### src/rtl/ctrl_pkg.sv
// Shared encodings for the multi-cycle RV32I control path: FSM states, opcodes,
// datapath mux selects and fault codes.
package ctrl_pkg;

  typedef enum logic [3:0] {
    S_FETCH    = 4'd0,
    S_DECODE   = 4'd1,
    S_MEMADR   = 4'd2,
    S_MEMREAD  = 4'd3,
    S_MEMWB    = 4'd4,
    S_MEMWRITE = 4'd5,
    S_EXECR    = 4'd6,
    S_EXECI    = 4'd7,
    S_ALUWB    = 4'd8,
    S_BEQ      = 4'd9,
    S_JAL      = 4'd10,
    S_FAULT    = 4'd11
  } state_e;

  localparam logic [6:0] OP_LW  = 7'b0000011;
  localparam logic [6:0] OP_SW  = 7'b0100011;
  localparam logic [6:0] OP_R   = 7'b0110011;
  localparam logic [6:0] OP_I   = 7'b0010011;
  localparam logic [6:0] OP_BEQ = 7'b1100011;
  localparam logic [6:0] OP_JAL = 7'b1101111;

  localparam logic [1:0] ALUOP_ADD   = 2'b00;
  localparam logic [1:0] ALUOP_SUB   = 2'b01;
  localparam logic [1:0] ALUOP_FUNCT = 2'b10;

  localparam logic [1:0] RES_ALUOUT    = 2'b00;
  localparam logic [1:0] RES_DATA      = 2'b01;
  localparam logic [1:0] RES_ALURESULT = 2'b10;

  localparam logic [1:0] SRCA_PC    = 2'b00;
  localparam logic [1:0] SRCA_OLDPC = 2'b01;
  localparam logic [1:0] SRCA_RS1   = 2'b10;

  localparam logic [1:0] SRCB_RS2  = 2'b00;
  localparam logic [1:0] SRCB_IMM  = 2'b01;
  localparam logic [1:0] SRCB_FOUR = 2'b10;

  localparam logic [1:0] IMM_I = 2'b00;
  localparam logic [1:0] IMM_S = 2'b01;
  localparam logic [1:0] IMM_B = 2'b10;
  localparam logic [1:0] IMM_J = 2'b11;

  localparam logic [1:0] FAULT_NONE    = 2'b00;
  localparam logic [1:0] FAULT_ILLEGAL = 2'b01;
  localparam logic [1:0] FAULT_TIMEOUT = 2'b10;

endpackage

### src/rtl/imm_src_decoder.sv
// Opcode -> immediate-format select; purely combinational so a pipelined core
// can reuse it in its decode stage.
module imm_src_decoder
  import ctrl_pkg::*;
(
  input  logic [6:0] op,
  output logic [1:0] imm_src
);

  always_comb begin
    unique case (op)
      OP_LW, OP_I: imm_src = IMM_I;
      OP_SW:       imm_src = IMM_S;
      OP_BEQ:      imm_src = IMM_B;
      OP_JAL:      imm_src = IMM_J;
      default:     imm_src = IMM_I;
    endcase
  end

endmodule

### src/rtl/multicycle_controller.sv
// Main control FSM of the multi-cycle RV32I core, with a mem_ready handshake,
// a per-access wait timeout and a sticky fault code.
module multicycle_controller
  import ctrl_pkg::*;
#(
  parameter int unsigned MEM_TIMEOUT = 255,
  parameter int unsigned WAIT_W      = 8
) (
  input  logic       clk,
  input  logic       rst_n,
  input  logic [6:0] op,
  input  logic       zero,
  input  logic       mem_ready,
  output logic       pc_write,
  output logic       adr_src,
  output logic       mem_write,
  output logic       ir_write,
  output logic [1:0] result_src,
  output logic [1:0] alu_src_a,
  output logic [1:0] alu_src_b,
  output logic [1:0] alu_op,
  output logic [1:0] imm_src,
  output logic       reg_write,
  output logic       instr_retire,
  output logic [1:0] fault
);

  localparam logic [WAIT_W:0] TIMEOUT_LIM = (WAIT_W + 1)'(MEM_TIMEOUT);

  state_e            state_q, state_d;
  logic [WAIT_W-1:0] wait_q, wait_d;
  logic [1:0]        fault_q, fault_d;
  logic [WAIT_W:0]   wait_inc;
  logic [1:0]        fault_code;
  logic              pc_update, branch, waiting;
  logic              ir_write_s, mem_write_s, reg_write_s, retire_s;

  imm_src_decoder u_imm_src_decoder (
    .op      (op),
    .imm_src (imm_src)
  );

  assign wait_inc = {1'b0, wait_q} + {{WAIT_W{1'b0}}, 1'b1};

  // NOTE: every signal driven here gets a default first, so no path leaves one unassigned and no latch is inferred.
  always_comb begin
    state_d     = state_q;
    adr_src     = 1'b0;
    result_src  = RES_ALUOUT;
    alu_src_a   = SRCA_PC;
    alu_src_b   = SRCB_RS2;
    alu_op      = ALUOP_ADD;
    pc_update   = 1'b0;
    branch      = 1'b0;
    ir_write_s  = 1'b0;
    mem_write_s = 1'b0;
    reg_write_s = 1'b0;
    retire_s    = 1'b0;
    waiting     = 1'b0;
    fault_code  = FAULT_NONE;

    unique case (state_q)
      S_FETCH: begin
        alu_src_b  = SRCB_FOUR;
        result_src = RES_ALURESULT;
        ir_write_s = mem_ready;
        pc_update  = mem_ready;
        waiting    = !mem_ready;
        if (mem_ready) state_d = S_DECODE;
      end
      S_DECODE: begin
        alu_src_a = SRCA_OLDPC;
        alu_src_b = SRCB_IMM;
        unique case (op)
          OP_LW, OP_SW: state_d = S_MEMADR;
          OP_R:         state_d = S_EXECR;
          OP_I:         state_d = S_EXECI;
          OP_BEQ:       state_d = S_BEQ;
          OP_JAL:       state_d = S_JAL;
          default: begin
            state_d    = S_FAULT;
            fault_code = FAULT_ILLEGAL;
          end
        endcase
      end
      S_MEMADR: begin
        alu_src_a = SRCA_RS1;
        alu_src_b = SRCB_IMM;
        if (op == OP_LW) begin
          state_d = S_MEMREAD;
        end else if (op == OP_SW) begin
          state_d = S_MEMWRITE;
        end else begin
          state_d    = S_FAULT;
          fault_code = FAULT_ILLEGAL;
        end
      end
      S_MEMREAD: begin
        adr_src = 1'b1;
        waiting = !mem_ready;
        if (mem_ready) state_d = S_MEMWB;
      end
      S_MEMWB: begin
        result_src  = RES_DATA;
        reg_write_s = 1'b1;
        retire_s    = 1'b1;
        state_d     = S_FETCH;
      end
      S_MEMWRITE: begin
        adr_src     = 1'b1;
        mem_write_s = 1'b1;
        waiting     = !mem_ready;
        retire_s    = mem_ready;
        if (mem_ready) state_d = S_FETCH;
      end
      S_EXECR: begin
        alu_src_a = SRCA_RS1;
        alu_op    = ALUOP_FUNCT;
        state_d   = S_ALUWB;
      end
      S_EXECI: begin
        alu_src_a = SRCA_RS1;
        alu_src_b = SRCB_IMM;
        alu_op    = ALUOP_FUNCT;
        state_d   = S_ALUWB;
      end
      S_ALUWB: begin
        reg_write_s = 1'b1;
        retire_s    = 1'b1;
        state_d     = S_FETCH;
      end
      S_BEQ: begin
        alu_src_a = SRCA_RS1;
        alu_op    = ALUOP_SUB;
        branch    = 1'b1;
        retire_s  = 1'b1;
        state_d   = S_FETCH;
      end
      S_JAL: begin
        alu_src_a = SRCA_OLDPC;
        alu_src_b = SRCB_FOUR;
        pc_update = 1'b1;
        state_d   = S_ALUWB;
      end
      S_FAULT: state_d = S_FAULT;
      default: state_d = S_FETCH;
    endcase

    // A completing access (mem_ready=1) never counts as a wait, so it always beats the timeout.
    if (waiting && (wait_inc >= TIMEOUT_LIM)) begin
      state_d    = S_FAULT;
      fault_code = FAULT_TIMEOUT;
    end
  end

  always_comb begin
    if (state_d != state_q) wait_d = '0;
    else if (waiting)       wait_d = wait_inc[WAIT_W-1:0];
    else                    wait_d = wait_q;
    fault_d = (fault_q == FAULT_NONE) ? fault_code : fault_q;
  end

  // NOTE: state registers use non-blocking assignments so every flop samples pre-edge values.
  always_ff @(posedge clk or negedge rst_n) begin
    if (!rst_n) begin
      state_q <= S_FETCH;
      wait_q  <= '0;
      fault_q <= FAULT_NONE;
    end else begin
      state_q <= state_d;
      wait_q  <= wait_d;
      fault_q <= fault_d;
    end
  end

  // Gating with rst_n keeps FETCH's mem_ready-driven strobes quiet while reset is held.
  assign pc_write     = rst_n & (pc_update | (branch & zero));
  assign ir_write     = rst_n & ir_write_s;
  assign mem_write    = rst_n & mem_write_s;
  assign reg_write    = rst_n & reg_write_s;
  assign instr_retire = rst_n & retire_s;
  assign fault        = fault_q;

endmodule

### config.mk
export PLATFORM = sky130hd
export DESIGN_NAME = multicycle_controller
export DESIGN_NICKNAME = d
export VERILOG_FILES = /design/src/rtl/ctrl_pkg.sv /design/src/rtl/imm_src_decoder.sv /design/src/rtl/multicycle_controller.sv
export SDC_FILE = /design/constraint.sdc
export NUM_CORES = 1
export LEC_CHECK = 0
export BUFFER_PORTS_ARGS = -buffer_cell sky130_fd_sc_hd__clkbuf_2
export CORE_ASPECT_RATIO = 1.75
export CORE_MARGIN = 2
export CORE_UTILIZATION = 29
export DETAILED_ROUTE_END_ITERATION = 10
export PLACE_DENSITY = 0.6
export SLEW_MARGIN = 20
export SYNTH_ARGS = -nofsm -noshare
export SYNTH_HDL_FRONTEND = slang
export SYNTH_HIERARCHICAL = 1
export SYNTH_SLANG_ARGS = --single-unit
### constraint.sdc
create_clock -name clk -period 2.02 [get_ports clk]
set_input_delay 0.505 -clock clk [delete_from_list [all_inputs] [get_ports clk]]
set_output_delay 0.505 -clock clk [all_outputs]
set_load 0.005 [all_outputs]
* Word level (Yosys, flattened, before mapping)
Cells that the tools add are included.
Word-level totals: register bits 14, input port bits 11, output and inout port bits 18, word-level logic and storage cells 75
Cells by class: add/subtract/negate cells 1, order comparisons 1, equal/unequal tests 18, muxes and demuxes 28, bitwise gates (word level) 7, reductions and logical operators 17
Operators by type and width (count):
- 4-bit case mux with 7 select lines | 1
- 4-bit 2-to-1 mux | 6
- 4-bit case mux with 5 select lines | 1
- 4-bit by 3-bit == test with 1-bit output (second input constant) | 4
- 4-bit == test (second input constant) | 4
- 8-bit 2-to-1 mux | 2
- 2-bit case mux with 2 select lines | 4
- 7-bit by 6-bit == test with 1-bit output (second input constant) | 2
- 7-bit == test (second input constant) | 2
- 2-bit OR reduction | 6
- 3-bit OR reduction | 4
- 8-bit by 1-bit adder with 9-bit output (second input constant) | 1
- 9-bit by 8-bit greater-or-equal comparator with 1-bit output (second input constant) | 1
- 1-bit 2-to-1 mux | 9
- 4-bit by 2-bit == test with 1-bit output (second input constant) | 2
- 7-bit by 2-bit == test with 1-bit output (second input constant) | 1
- 7-bit by 5-bit == test with 1-bit output (second input constant) | 1
- 1-bit bitwise AND | 6
- 1-bit case mux with 2 select lines | 3
- 2-bit case mux with 3 select lines | 1
- 6-bit OR reduction | 1
- 4-bit by 1-bit == test with 1-bit output (second input constant) | 1
- 4-bit zero test | 1
- 4-bit != test | 1
- 7 further kinds | 7

* Depth between registers and ports, before layout
word-level depth 7, depth in mapped cells 9, mapped depth without buffers 8

* Hierarchy
The synthesis kept the hierarchy.
By module, submodules not included:
- multicycle_controller | times used 1, cells an instance 158, area each 1219.9 µm², seq. area each 350.3 µm²
- imm_src_decoder | times used 1, cells an instance 6, area each 43.8 µm², seq. area each 0.0 µm²

* Worst setup path after synthesis
OpenSTA, ideal clock, no wires.
kind register -> register, start reg wait_q[0], end reg wait_q[1], library setup time 112 ps, data arrival time 2033 ps, data required time 1908 ps, setup slack -125 ps, cell stages (with the launch flop) 10, path buffers 1, period minus slack after synthesis 2145 ps, cell sequence dfrtp_1 clkbuf_1 inv_1 ha_1 nor2_1 o21ai_0 o32ai_1 o21ai_0 nor2_2 a2111oi_2
On the way: longest elaborated chain between the ends 6, elaborated cells between the ends (all ways) 8, classes of those cells 1 x add/sub; 1 x order compare; 1 x eq/ne; 3 x mux; 2 x reduce/logical
Ends and longest elaborated chain:
- from (decl) | RTL line multicycle_controller.sv:31 | logic [WAIT_W-1:0] wait_q, wait_d;
- from (signal assigned) | RTL line multicycle_controller.sv:171 | wait_q <= wait_d;
- 8-bit by 1-bit adder with 9-bit output (*) | RTL line multicycle_controller.sv:43 | assign wait_inc = {1'b0, wait_q} + {{WAIT_W{1'b0}}, 1'b1};
- 9-bit by 8-bit greater-or-equal comparator with 1-bit output | RTL line multicycle_controller.sv:150 | if (waiting && (wait_inc >= TIMEOUT_LIM)) begin
- 1-bit logical AND | RTL line multicycle_controller.sv:150
- 4-bit 2-to-1 mux | RTL line multicycle_controller.sv:150
- 4-bit != test | RTL line multicycle_controller.sv:157 | if (state_d != state_q) wait_d = '0;
- 8-bit 2-to-1 mux or 2-bit nonzero test (tied branches)
Mark *: on every way between the ends. The rest lies on a longest branch, timed or not. The select of a mux whose other input is x is not followed. A chain may end at the register's enable or synchronous reset.

* Final worst setup path
start reg state_q[1], end out pc_write
On the way: longest elaborated chain between the ends 5, elaborated cells between the ends (all ways) 8, classes of those cells 2 x eq/ne; 2 x mux; 3 x bitwise; 1 x reduce/logical
Ends and longest elaborated chain:
- from (decl) | RTL line multicycle_controller.sv:30 | state_e state_q, state_d;
- from (signal assigned) | RTL line multicycle_controller.sv:170 | state_q <= state_d;
- 4-bit == test | RTL line multicycle_controller.sv:62 | unique case (state_q)
- 1-bit 2-to-1 mux | RTL line multicycle_controller.sv:62
- 1-bit bitwise AND | RTL line multicycle_controller.sv:177 | assign pc_write = rst_n & (pc_update | (branch & zero));
- 1-bit OR (*) | RTL line multicycle_controller.sv:177
- 1-bit bitwise AND (*) | RTL line multicycle_controller.sv:177
- to (decl) | RTL line multicycle_controller.sv:14 | output logic pc_write,
Mark *: on every way between the ends. The rest lies on a longest branch, timed or not.

==> impl_metrics.tcl <==
set metrics [dict create \
    fin_crit_sh_pct 99.95 \
    ys_seq_elements 14 \
    hold_viol 0 \
    fin_util_pct 44.86 \
    synth_seq_area_share_pct 27.72 \
    fin_tns_setup_ps 0 \
    core_area_sq_um 4150 \
    finalSetupViolCount 0 \
    clk-insertion-delay-late_ps 240 \
    rsz0062_at_grt "true" \
    critPathLaunchType "register" \
    dr.pass1.iters 4 \
    maxSlewHeadroom_pct 79.07 \
    critPathKind "register to primary output" \
    track_usage_pct 15.34 \
    placementRows 31 \
    r2r_start "state_q[1]" \
    drive_above_1_share_pct 40.17 \
    cp_slowest_cell "dfrtp_2" \
    synth_edf_count 0 \
    postSynthCellCount 164 \
    path_cells "buf_6, nor4_4, and3_1, o21bai_1, buf_2" \
    final_cells 278 \
    critPathBufInv 2 \
    status "finished clean" \
    cts-root-buf "clkbuf_8" \
    fp.dieArea_sq_um 4922 \
    required_ps 1510 \
    viasPerCell 5.245 \
    synth.top_cells.by_area "dfrtp_1 28%, nor3_1 5.5%, nand2_1 4.8%, nor2_1 4.2%, xor2_1 3.5%" \
    crit_fanout 7 \
    yosysUniqueCellTypes 46 \
    place_worst_setup_slack_ps -171.6 \
    r2r-end "wait_q[2]" \
    drc 0 \
    cts.sinks 14 \
    die_x_um 53.90 \
    placed_area_sq_um 1700 \
    gp_congestion 0.7975 \
    drt-initial-drc-count 23 \
    num_vias 1458 \
    areaGrowthSynthToFinish_pct 47.33 \
    grt_pass1_wl_mm 5.761 \
    antenna_found_initial 0 \
    routed_wl_mm 3.722 \
    drv_slew 0 \
    numPortBuffers 28 \
    synthArstFlopShare_pct 100.0 \
    vdd_drop_max_v 0.0006866 \
    placed_cells 267 \
    final_area_sq_um 1862 \
    synth_top_area_share_pct 27.72 \
    clk_path_buf_depth 2 \
    clk_pin_slew_ps 50 \
    cts_tree "done" \
    finClkSkew_ps 1.395 \
    initial_core_util_pct 30.45 \
    nets 244 \
    synth.avg_cell_area_sq_um 7.706 \
    grt_max_degree 15 \
    cts_buffers 3 \
    ant_nets 0 \
    synth_top_cell_by_area "dfrtp_1" \
    fin_crit_ps 2019 \
    p_per_area_nw_per_um2 1119 \
    path_delay_family "flip-flops" \
    grt-ovfl-total 0 \
    dp_hpwl_mm 2.912 \
    yosys_warnings 6 \
    antennaDiodeCount 0 \
    mappedNetlistArea_sq_um 1264 \
    first_global_vias 1340 \
    crit_path_end_kind "primary output" \
    synth_ff_type "dfrtp_1" \
    post_drt_wl_per_cell_um 13.39 \
    worst_slack_ps 0.9589 \
    slowest_delay_ps 460 \
    cts_hold_buf 0 \
    io-pin-count 29 \
    worstMarginPinSlew_ps 309.1 \
    synthesis.nets 177 \
    cts-htree-levels 1 \
    p_leak_nw 0.8587 \
    r2r_slack_ps 50 \
    fmaxAchievable_ghz 0.4953 \
    hold_class "primary input to async pin" \
    cp.arrival_ps 1510 \
    worstRegToRegCells 7 \
    fp.dieH_um 91.33 \
    cap_violations 0 \
]
-- Yosys cell counts, drive strengths merged (4+ instances only) --
cell type  instances
nand4              4
dfrtp             14
nand3              6
inv                6
nor3              15
nand2b             4
o21ai              7
or3                4
nor2              15
and3               6
buf                6
nand2             16
clkbuf             5
nor2b              4
xnor2              4
xor2               5
a21oi              7
o211ai             4
-- power breakdown --
group	internal [mW]	switching (mW)
Sequential	0.330	0.0659
Combinational	0.726	0.738
Clock	0.132	0.0921
Total	1.19	0.896
-- final cells by class --
cell class / count / area, sq um
Fill cell: 445 / 2288
Multi-Input combinational cell: 133 / 880.8
Timing Repair Buffer: 73 / 501.7
Sequential cell: 14 / 354.1
Tap cell: 49 / 61.31
Clock buffer: 3 / 41.29
Inverter: 6 / 22.52
-- per-stage QoR --
| step | hold slack, ps | power (mW) |
|---|---|---|
| final | 121.1 | 2.084 |
| after floorplan | 209.4 | 1.130 |
| after global routing | 131.6 | 2.245 |
| after detailed placement | 382.6 | 1.686 |
| after global placement | 388.0 | 1.681 |
| after CTS | 124.9 | 1.984 |
-- what timing repair did --
action	4_1_cts	5_1_grt
resized for setup	7	12
pin swaps	1	3
gates cloned	0	0
endpoints found under the setup margin	4	13
setup buffers	1	7
-- worst register-to-register path: cells and delay by family, from the launching register on --
kind / cells / cell delay (ps)
compound gates: 2 / 240
flops: 1 / 460
buf+inv: 1 / 190
mux: 1 / 300
simple gates: 3 / 680
-- cells in the final DEF (no fill, tap or decap), types with 6 or more instances in the layout --
| cell | n |
|---|---|
| buf_4 | 41 |
| nand3_1 | 6 |
| and3_1 | 6 |
| dfrtp_1 | 11 |
| nor2_1 | 13 |
| nor3_1 | 12 |
| nand2_1 | 16 |
| clkbuf_2 | 27 |
| a21oi_1 | 7 |
-- per-layer routing --
metal	up-vias	track usage [%]	wire [um]
met5	-	0	0
met4	0	5.983	88
met3	8	0.9868	103
met2	34	28.76	2109
met1	686	16.48	1420
li1	730	-	-
-- sequential cells by signal, summed over array words and instances, names as in the netlist --
register	count
fault	2
state_q	4
wait_q	8
-- worst max path at each step --
stage	slack (ps)	startpoint	end	cells past startpoint
detailed placement	-170	op[2]	wait_q[1]	9
CTS	-10	state_q[1]	pc_write	5
global route	-80	state_q[0]	pc_write	5
floorplan	-10	state_q[0]	wait_q[7]	7
global placement	-90	op[2]	wait_q[1]	9
finish	1	state_q[1]	pc_write	5
-- cell families after synthesis --
| group | count (synthesis) | share of synthesized area (%) |
|---|---|---|
| AOI/OAI and AO/OA | 36 | 19.51 |
| xor gates and xnor gates | 9 | 6.237 |
| adders and majority gates | 2 | 1.980 |
| buffers and inverters | 17 | 6.137 |
| DFF | 14 | 27.72 |
| muxes | 1 | 0.7921 |
| and+or+nand+nor | 85 | 37.62 |
No activity file was read; power rests on OpenSTA's default activity.
